==> config.mk <==
export PLATFORM = sky130hd
export DESIGN_NAME = snake_game_sequencer
export DESIGN_NICKNAME = d
export VERILOG_FILES = /design/src/rtl/snake_game_sequencer.sv
export SDC_FILE = /design/constraint.sdc
export NUM_CORES = 1
export LEC_CHECK = 0
export BUFFER_PORTS_ARGS = -buffer_cell sky130_fd_sc_hd__buf_2
export CAP_MARGIN = 10
export CORE_ASPECT_RATIO = 1.2
export CORE_MARGIN = 2
export CORE_UTILIZATION = 49
export CTS_BUF_LIST = sky130_fd_sc_hd__clkbuf_16
export CTS_CLUSTER_SIZE = 12
export DETAILED_ROUTE_END_ITERATION = 8
export PLACE_DENSITY = 0.78
export SETUP_SLACK_MARGIN = 0.05
export SLEW_MARGIN = 10
export SYNTH_ARGS = -nofsm -noshare
export SYNTH_HDL_FRONTEND = slang
export SYNTH_SLANG_ARGS = --single-unit
==> constraint.sdc <==
create_clock -name Clk_50mhz -period 4.4 [get_ports Clk_50mhz]
set_input_delay 0.44 -clock Clk_50mhz [delete_from_list [all_inputs] [get_ports Clk_50mhz]]
set_output_delay 0.44 -clock Clk_50mhz [all_outputs]
set_load 0.005 [all_outputs]
==> src/rtl/snake_game_sequencer.sv <==
// snake_game_sequencer: game FSM for the snake game; step strobe, score/level,
// death flash and the one-hot game status seen by the snake control module.
module snake_game_sequencer #(
    parameter int unsigned MOVE_DIV         = 12_500_000,
    parameter int unsigned MIN_DIV          = 3_125_000,
    parameter int unsigned DIV_STEP         = 1_250_000,
    parameter int unsigned APPLES_PER_LEVEL = 4,
    parameter int unsigned FLASH_DIV        = 12_500_000,
    parameter int unsigned FLASH_TOGGLES    = 6
) (
    input  logic       Clk_50mhz,
    input  logic       Rst_n,
    input  logic       Key_left,
    input  logic       Key_right,
    input  logic       Key_up,
    input  logic       Key_down,
    input  logic       Body_add_sig,
    input  logic       Hit_wall_sig,
    input  logic       Hit_body_sig,
    output logic [2:0] Game_status,
    output logic       Flash_sig,
    output logic       Move_tick,
    output logic [7:0] Score,
    output logic [3:0] Level
);
    // Low three state bits are the one-hot status; DIE and OVER differ only in bit 3.
    typedef enum logic [3:0] {
        START = 4'b0001,
        PLAY  = 4'b0010,
        DIE   = 4'b0100,
        OVER  = 4'b1100
    } state_t;

    state_t      state;
    logic        key_q, apple_q;
    logic        any_key, key_edge, apple_edge, hit;
    logic [31:0] step_cnt, cur_div, apple_cnt, flash_cnt, toggles;

    assign any_key     = Key_left | Key_right | Key_up | Key_down;
    assign key_edge    = any_key & ~key_q;
    assign apple_edge  = Body_add_sig & ~apple_q;
    assign hit         = Hit_wall_sig | Hit_body_sig;
    assign Game_status = state[2:0];

    always_ff @(posedge Clk_50mhz or negedge Rst_n) begin
        if (!Rst_n) begin
            state     <= START;
            key_q     <= 1'b0;
            apple_q   <= 1'b0;
            step_cnt  <= '0;
            cur_div   <= MOVE_DIV;
            apple_cnt <= '0;
            flash_cnt <= '0;
            toggles   <= '0;
            Flash_sig <= 1'b0;
            Move_tick <= 1'b0;
            Score     <= '0;
            Level     <= '0;
        end else begin
            key_q   <= any_key;
            apple_q <= Body_add_sig;
            case (state)
                START: begin
                    step_cnt  <= '0;
                    cur_div   <= MOVE_DIV;
                    apple_cnt <= '0;
                    Score     <= '0;
                    Level     <= '0;
                    Flash_sig <= 1'b0;
                    Move_tick <= 1'b0;
                    if (key_edge) state <= PLAY;
                end
                PLAY: begin
                    if (hit) begin
                        state     <= DIE;
                        Move_tick <= 1'b0;
                        flash_cnt <= '0;
                        toggles   <= '0;
                        Flash_sig <= 1'b0;
                    end else begin
                        // >= so a mid-period shrink of cur_div wraps at once instead of skipping a tick
                        Move_tick <= step_cnt >= cur_div - 32'd1;
                        step_cnt  <= (step_cnt >= cur_div - 32'd1) ? '0 : step_cnt + 32'd1;
                        if (apple_edge) begin
                            Score <= (Score == 8'hFF) ? Score : Score + 8'd1;
                            if (apple_cnt >= APPLES_PER_LEVEL - 1) begin
                                apple_cnt <= '0;
                                Level     <= (Level == 4'hF) ? Level : Level + 4'd1;
                                cur_div   <= (cur_div >= MIN_DIV + DIV_STEP) ? cur_div - DIV_STEP : MIN_DIV;
                            end else begin
                                apple_cnt <= apple_cnt + 32'd1;
                            end
                        end
                    end
                end
                DIE: begin
                    Move_tick <= 1'b0;
                    if (flash_cnt >= FLASH_DIV - 1) begin
                        flash_cnt <= '0;
                        toggles   <= toggles + 32'd1;
                        Flash_sig <= (toggles >= FLASH_TOGGLES - 1) ? 1'b0 : ~Flash_sig;
                        if (toggles >= FLASH_TOGGLES - 1) state <= OVER;
                    end else begin
                        flash_cnt <= flash_cnt + 32'd1;
                    end
                end
                OVER: begin
                    Move_tick <= 1'b0;
                    Flash_sig <= 1'b0;
                    if (key_edge) begin
                        state <= START;
                        Score <= '0;
                        Level <= '0;
                    end
                end
                default: state <= START;
            endcase
        end
    end
endmodule
Yosys cells after proc, flatten, opt, wreduce, memory -nomap -nowiden
Cells that the tools add are included.
{ "classes": {"addsub": 8, "eq_ne": 16, "order_cmp": 5, "n_mux": 40, "bitwise_logic": 9, "reduce_logical": 16} }
{ "ops": {"columns": ["cell", "count"], "rows": [
  ["32-bit two-way mux", 12],
  ["32-bit one-hot mux with 2 select lines", 5],
  ["32-bit by 1-bit adder with 32-bit output (second input constant)", 4],
  ["4-bit two-way mux", 10],
  ["32-bit by 2-bit >= comparator with 1-bit output (second input constant)", 1],
  ["32-bit by 23-bit >= comparator with 1-bit output (second input constant)", 1],
  ["32-bit by 24-bit >= comparator with 1-bit output (second input constant)", 1],
  ["32-bit by 3-bit >= comparator with 1-bit output (second input constant)", 1],
  ["32-bit >= comparator", 1],
  ["8-bit two-way mux", 4],
  ["32-bit by 1-bit subtractor with 32-bit output (second input constant)", 1],
  ["32-bit by 21-bit subtractor with 32-bit output (second input constant)", 1],
  ["8-bit one-hot mux with 3 select lines", 1],
  ["2-bit != test (second input constant)", 10],
  ["4-bit one-hot mux with 4 select lines", 1],
  ["4-bit one-hot mux with 3 select lines", 1],
  ["5-bit AND reduction", 2],
  ["3-bit AND reduction", 3],
  ["8-bit by 1-bit adder with 8-bit output (second input constant)", 1],
  ["4-bit == test (second input constant)", 2],
  ["8-bit == test (second input constant)", 1],
  ["6-bit AND reduction", 1],
  ["2-bit nonzero test", 3],
  ["3-bit nonzero test", 2],
  ["14 further kinds", 24]
]} }
{ "totals": {"input_bits": 9, "reg_bits": 180} }

Logic depth before layout (Yosys ltp)
Gate-level depths: netlist (run 1).
{ "depth": {"word_depth": 6, "depth_mapped": 17, "mapped_depth_nobuf": 15} }

Least setup slack after synthesis (run 1)
OpenSTA, ideal clock, no wires.
{ "synth_timing": {"path_type": "register to register", "start": "reg cur_div[4]", "end": "reg step_cnt[11]", "synth_period_minus_slack_ps": 4252, "setup_ps": 132, "path_slack_ps": 148, "path_buffers": 2, "arrival_ps": 4120, "path_stages_with_launch": 18, "cell_sequence": "dfrtp_1 > inv_1 > ha_1 > or4b_4 > nor4b_4 > nand3b_1 > or3_1 > buf_2 > nor3_1 > xnor2_1 > ha_1 > nand4_1 > nor4_1 > o311a_1 > o31ai_1 > a21oi_1 > clkbuf_1 > nor2_1"} }
{ "synth_via": {"elab_chain_cells": 5} }
{ "synth_rtl": {"columns": ["element", "line", "rtl"], "rows": [
  ["start, declared", "37", "logic [31:0] step_cnt, cur_div, apple_cnt, flash_cnt, toggles;"],
  ["start signal, assigned", "89", "cur_div <= (cur_div >= MIN_DIV + DIV_STEP) ? cur_div - DIV_STEP : MIN_DIV;"],
  ["32-bit by 1-bit subtractor with 32-bit output", "83", "step_cnt <= (step_cnt >= cur_div - 32'd1) ? '0 : step_cnt + 32'd1;"],
  ["32-bit >= comparator", "83", null],
  ["32-bit two-way mux", "83", null],
  ["32-bit two-way mux", "74", "if (hit) begin"],
  ["32-bit one-hot mux with 2 select lines", "62", "case (state)"],
  ["end signal, assigned", "83", null],
  ["end, declared", "37", null]
]} }
Every way passes these cells. The select of a mux whose other input is x is not followed.
A chain may end at the register's enable or synchronous reset.

Final worst setup path (run 1)
{ "layout_timing": {"start": "reg cur_div[3]", "end": "reg step_cnt[2]"} }
Same word-level chain as after synthesis.

==> results.md, run 1 <==
- Status: complete, no violations
- Simple-gate share of the synthesized area: 0.254
- Most frequent cells in the layout: 163 x dfrtp_1, 110 x nor2_1, 76 x nand2_1, 70 x a21oi_1, 70 x o21ai_0
- Clock tree sinks: 177
- H-tree lvl count: 4
- Vias: about 8800
- Tmin final: between 4 and 5 ns
- Antenna diode count: 0
- Metal1 wirelength: approximately 10000 um
- Final instance area: approximately 11000 sq um
- Hold buffers post-CTS: 0
- DR iter-0 viols: 772
- Rel. slew slack: 0.320
- Leakage: 4.82 nW
- Chip height: around 160 um
- Cells after Synth: roughly 1100
- Latest clock arrival within the worst-skew pair: around 0.44 ns
- Post-synthesis sequential area ratio: 0.423
- Ports: 26
- Fillers: 1854
- Max-slew violations: 0
- I/O Buffers: 25
- # rows: 58
- Die area: ~23000 sq um
- Total grt overflow: 0
- Synth Area in Compound Gates: 0.167
- Worst Path Class, Setup: reg2reg
- Xor and xnor area share after synthesis: 0.0633
- Worst Max-Slew Pin Slew: 1.02 ns
- Cell area after synthesis: between 10000 and 15000 sq um
- Met3 routed wirelength: 929 um
- Ys flop type: dfrtp_1
- Top Family by Delay on Critical Path: simple AND/OR/NAND/NOR gates
- Slowest cell on crit path: or4b_4
- Total CTS buffers: 17
- Crit-path cells: inv_1 > ha_2 > or4b_4 > nor4b_4 > nand3b_1 > or3_4 > nor3_2 > xnor2_1 > ha_1 > nand4_1 > nor2_1 > a221o_1 > o31a_1 > buf_4 > o31ai_1 > o2bb2ai_1
- Mux contribution to synthesized area: 0.00417
- Antenna violations before repair: 0
- WP data arrival: 4.49 ns
- YS warnings: 0
- Worst hold path class: in2async
- Reg2Reg Capture Point: step_cnt[2]
- R2R setup slack: 0.27 ns
- CP max stage delay: around 0.49 ns
- Vias in the first global route: 8732
- Library cells used by synthesis: slightly below 80
- Post-synthesis net count: 1198
- DR pass1 iterations: 5
- Initial core utilization: 0.500
- Fmax: 242 MHz
- HPWL Detailed: between 15000 and 20000 um
- GRT Total Usage: 0.228
- Post-DR wirelength/cell: 17.1 um
- Largest family of logic cells by synthesized area: simple AND/OR/NAND/NOR gates
- Post-synth EDFFs: 0
- Synth Area in Adders: 0.0512
- Final setup violation count: 0
- Maximum vdd drop: around 0.37 mV
- Clock transition at path regs: approximately 0.070 ns
- Critical path buffer and inverter count: 2
- Area delta synth->final: 9.27%
- Drc violations: 0
- Kind of end point of the critical path: flip-flop
- Highest Signal Layer: met4
- RSZ-0062 raised after global routing: false
- Final GP Congestion: between 0.9 and 1
- Worst endpoint required time: ~4.8 ns
- Tcrit/Tclk final: 0.939
- Global-route wire length before repair: 41800 um
- Pwr Density: 484 nW/um^2
- Async set-reset flop share out of synthesis: 1.00
- Post-Route WL: about 24000 um
- Max Fanout on Critical Path: 7
- DRT antenna net count: 0
- Clock Skew: 0.00923 ns
- Via-to-Cell Ratio: 6.19
- Yosys reg bits: approximately 180
- Crit path from: cur_div[3]
- Clock Tree Buf Depth: 2
- Final core utilization: 0.546
- Largest net degree at the start of global routing: 97
- CP Launch Type: flip-flop
- CTS root buf: clkbuf_16
- Placeable core area: 21000 sq um
- Reg2reg start: cur_div[3]
- Layout cell share with drive strength beyond 1: 0.115
- R2R depth: 16
- Commonest non-fill, non-tap cell in the layout: dfrtp_1
- Die width: about 140 um
- Layout net count: 1198
- Avg Cell Area, Syn: roughly 9.2 sq um
- CTS tree: yes
- Final Hold Viols: 0
- Placed Area: ~11000 sq um
- Met2 WL: 12300 um
- Max Cap Viol: 0
==> area by class of cell <==
cell class	instances	area (sq um)	area share
Multi-Input combinational cell	877	5710	0.497
Inverter	26	97.6	0.00850
Clock inverter	15	156	0.0136
Timing Repair Buffer	47	313	0.0272
Tap cell	270	338	0.0294
Clock buffer	17	425	0.0370
Sequential cell	177	4450	0.387
==> timing repair <==
action,4_1_cts,5_1_grt
cloned,0,0
setup buffers,1,2
setup endpoints to repair,27,33
gates resized for setup,1,11
pin swaps,1,2
==> metrics by stage <==
stage / setup TNS (ns) / total power [mW] / worst slack (ns) / hold slack (ns) / std cells
6_report: 0 / 5.56 / 0.267 / 0.0240 / 1429
5_1_grt: 0 / 5.90 / 0.0508 / 0.0980 / 1429
4_1_cts: 0 / 5.55 / 0.0559 / 0.0624 / 1427
3_5_place_dp: -0.0197 / 4.02 / -0.00990 / 0.472 / 1394
3_3_place_gp: 0 / 3.96 / 0.238 / 0.460 / 1394
2_1_floorplan: 0 / 3.47 / 0.148 / 0.144 / 1146
==> where the power goes <==
part / internal [mW] / switching [mW] / leakage [nW]
clock network: 0.844 / 0.685 / 0.291
registers: 1.83 / 0.296 / 2.41
logic: 0.682 / 1.23 / 2.13
==> per-layer routing <==
layer,vias up,GRT usage
met2,212,0.382
met4,0,0.101
li1,4228,-
met3,65,0.0368
met5,-,0
met1,4341,0.291
==> cell families after synthesis <==
group,count (synthesis)
adder cells (fa/ha/maj),43
buffers and inverters,92
AO/OA/AOI/OAI,266
XOR/XNOR,76
AND/OR/NAND/NOR,488
multiplexers,4
flip-flops,177
==> sequential cells by signal (all words and copies together) (netlist names) <==
| signal | flops |
|---|---|
| Score | 8 |
| step_cnt | 32 |
| Level | 4 |
| flash_cnt | 32 |
| toggles | 32 |
| apple_q | 1 |
| key_q | 1 |
| cur_div | 29 |
| Move_tick | 1 |
| Flash_sig | 1 |
| apple_cnt | 32 |
| state | 4 |
==> synthesized netlist by cell type (all sizes together), types with 13 or more instances <==
cell	instances	area, sq um
dfrtp	164	4100
nor2	112	423
nand2	76	285
o21ai	76	384
a21oi	72	364
xnor2	51	447
clkbuf	46	175
ha	43	538
nand3	40	200
nor3	36	191
nor4	34	219
or3	33	206
nand4	31	194
inv	26	97.6
and2	25	156
xor2	25	219
o31ai	23	173
and3	22	138
buf	20	130
or4	18	139
and4	15	131
dfstp	13	342
==> how the worst max path moves through the flow <==
stage | slack, ns | cells past startpoint | to
after floorplan | 0.15 | 17 | step_cnt[11]
after global placement | 0.24 | 15 | step_cnt[4]
after detailed placement | -0.01 | 15 | step_cnt[4]
after CTS | 0.06 | 15 | step_cnt[4]
after global routing | 0.05 | 16 | step_cnt[2]
final | 0.27 | 16 | step_cnt[2]
(Power assumes the default switching activity.)
==> run 2: changes to the inputs <==
Settings changed: CORE_ASPECT_RATIO 1.2 to unset, CTS_BUF_LIST sky130_fd_sc_hd__clkbuf_16 to sky130_fd_sc_hd__clkbuf_4 sky130_fd_sc_hd__clkbuf_8 sky130_fd_sc_hd__clkbuf_16.
==> results.md, run 2 (same netlist as run 1, synthesis figures left out) <==
- Status: complete, no violations (unchanged)
- Non-Filler Instances: 1430 (was 1429)
- Crit-path cells: inv_1 > ha_1 > a21boi_0 > nand4_1 > or4_4 > or4_4 > nor2_1 > xnor2_1 > ha_1 > nand4_1 > a21oi_1 > or3_1 > o31ai_1 > a32o_1 (was inv_1 > ha_2 > or4b_4 > nor4b_4 > nand3b_1 > or3_4 > nor3_2 > xnor2_1 > ha_1 > nand4_1 > nor2_1 > a221o_1 > o31a_1 > buf_4 > o31ai_1 > o2bb2ai_1)
- Commonest non-fill, non-tap cell in the layout: dfrtp_1 (unchanged)
- Vias in the first global route: 8269 (was 8732)
- Total CTS buffers: 17 (unchanged)
- Max Fanout on Critical Path: 7 (unchanged)
- Antenna violations before repair: 0 (unchanged)
- Critical path buffer and inverter count: 1 (was 2)
- Area delta synth->final: 9.11% (was 9.27%)
- Ports: 26 (unchanged)
- Fillers: 1838 (was 1854)
- Kind of end point of the critical path: flip-flop (unchanged)
- Tmin final: 4.19 ns (was 4.13 ns)
- Placeable core area: 21000 sq um (about the same)
- Flop pwr share: 0.387 (was 0.382)
- Worst Path Class, Setup: reg2reg (unchanged)
- Clock transition at path regs: 0.07 ns (about the same)
- Sw power: 2.20 mW (was 2.21 mW)
- Final hold slack: 0.0948 ns (was 0.0240 ns)
- Final core utilization: 0.546 (about the same)
- Total grt overflow: 0 (unchanged)
- Sw Ratio: 0.401 (was 0.397)
- Chip height: 150 um (was 164 um)
- Maximum vdd drop: 0.333 mV (was 0.367 mV)
- Die area: 22600 sq um (about the same)
- Pwr Density: 479 nW/um^2 (was 484 nW/um^2)
- Worst Max-Slew Pin Slew: 0.983 ns (was 1.02 ns)
- Internal power: 3.29 mW (was 3.35 mW)
- Final instance area: 11500 sq um (about the same)
- Hold buffers post-CTS: 0 (unchanged)
- Place WS: 0.0175 ns (was -0.00990 ns)
- CP max stage delay: 0.59 ns (was 0.49 ns)
- # rows: 53 (was 58)
- DR pass1 iterations: 5 (unchanged)
- Tcrit/Tclk final: 0.953 (was 0.939)
- Max-slew violations: 0 (unchanged)
- I/O Buffers: 25 (unchanged)
- Worst hold path class: in2async (unchanged)
- CTS root buf: clkbuf_16 (unchanged)
- WP data arrival: 4.56 ns (was 4.49 ns)
- Post-Place Cells: 1396 (was 1394)
- CP Launch Type: flip-flop (unchanged)
- Clk pwr share: 0.277 (was 0.275)
- RSZ-0062 raised after global routing: false (unchanged)
- CTS tree: yes (unchanged)
- HPWL Detailed: 16300 um (was 16900 um)
- Gate power share: 0.336 (was 0.343)
- Post-DR wirelength/cell: 16.7 um (was 17.1 um)
- Placed Area: 10800 sq um (about the same)
- Clock Skew: 0.0134 ns (was 0.00923 ns)
- Slowest cell on crit path: dfstp_2 (was or4b_4)
- Latest clock arrival within the worst-skew pair: 0.43 ns (was 0.44 ns)
- Rel. slew slack: 0.345 (was 0.320)
- Antenna diode count: 0 (unchanged)
- GRT Total Usage: 0.221 (was 0.228)
- Final Hold Viols: 0 (unchanged)
- Layout cell share with drive strength beyond 1: 0.113 (was 0.115)
- Clock Tree Buf Depth: 2 (unchanged)
- Clock tree sinks: 177 (unchanged)
- Final setup violation count: 0 (unchanged)
- Layout net count: 1194 (was 1198)
- Fmax: 238 MHz (was 242 MHz)
- Initial core utilization: 0.500 (about the same)
- Post-Route WL: 23900 um (was 24400 um)
- Most frequent cells in the layout: 163 x dfrtp_1, 110 x nor2_1, 76 x nand2_1, 70 x a21oi_1, 70 x o21ai_0 (unchanged)
- Die width: 150 um (was 138 um)
- Largest net degree at the start of global routing: 98 (was 97)
- DRT antenna net count: 0 (unchanged)
- Setup TNS Final: 0 ns (unchanged)
- Leakage: 4.81 nW (was 4.82 nW)
- Vias: 8691 (was 8846)
- Final worst setup slack: 0.206 ns (was 0.267 ns)
- Final GP Congestion: 0.847 (was 0.924)
- Worst endpoint required time: 4.76 ns (about the same)
- Global-route wire length before repair: 40800 um (was 41800 um)
- Via-to-Cell Ratio: 6.08 (was 6.19)
- Drc violations: 0 (unchanged)
- DR iter-0 viols: 608 (was 772)
- Top Family by Delay on Critical Path: simple AND/OR/NAND/NOR gates (unchanged)
- Total power: 5.49 mW (was 5.56 mW)
- H-tree lvl count: 4 (unchanged)
- Max Cap Viol: 0 (unchanged)
[run 2: worst paths after layout]
kind / from / end / slack (ns) / cells past startpoint
max in group asynchronous: Rst_n / state[0] / 3.39 / 2
hold reg to reg: flash_cnt[13] / flash_cnt[13] / 0.48 / 1
min in group Clk_50mhz: Body_add_sig / apple_q / 0.13 / 1
hold / removal: Rst_n / step_cnt[25] / 0.09 / 1
setup / recovery: cur_div[5] / step_cnt[3] / 0.21 / 14
setup reg to reg: cur_div[5] / step_cnt[3] / 0.21 / 14
[run 2: what timing repair did]
action                                  CTS  global route
resized for setup                         2            10
pin swaps                                 1             2
setup buffers                             0             2
endpoints found under the setup margin   28            33
[run 2: power by group through the flow]
stage,Combinational [mW],Sequential (mW),Clock (mW)
3_3_place_gp,1.77,2.13,0
4_1_cts,1.83,2.11,1.54
5_1_grt,2.06,2.16,1.60
6_report,1.85,2.12,1.52
3_5_place_dp,1.81,2.14,0
2_1_floorplan,1.49,1.97,0
[run 2: cell type report]
class,instances,area [sq um],area share
repair buffers,43,283,0.0247
multi-input cells,877,5720,0.499
clock buffers,18,433,0.0377
well taps,275,344,0.0300
clock inverters,14,146,0.0128
flip-flops and latches,177,4450,0.388
inverters,26,97.6,0.00851
[run 2: layer usage]
layer / global-route usage / wire length [um]
met5: 0 / 0
met4: 0.0660 / 318
met3: 0.0303 / 1070
met2: 0.357 / 11500
met1: 0.312 / 10900
[run 2: worst register-to-register path, delay by kind of cell (launching register included)]
| kind | cells | cell delay, ns |
|---|---|---|
| AO/OA/AOI/OAI | 4 | 0.87 |
| XOR/XNOR | 1 | 0.14 |
| AND/OR/NAND/NOR | 6 | 1.99 |
| buffers and inverters | 1 | 0.10 |
| adder cells (fa/ha/maj) | 2 | 0.44 |
| flip-flops | 1 | 0.59 |
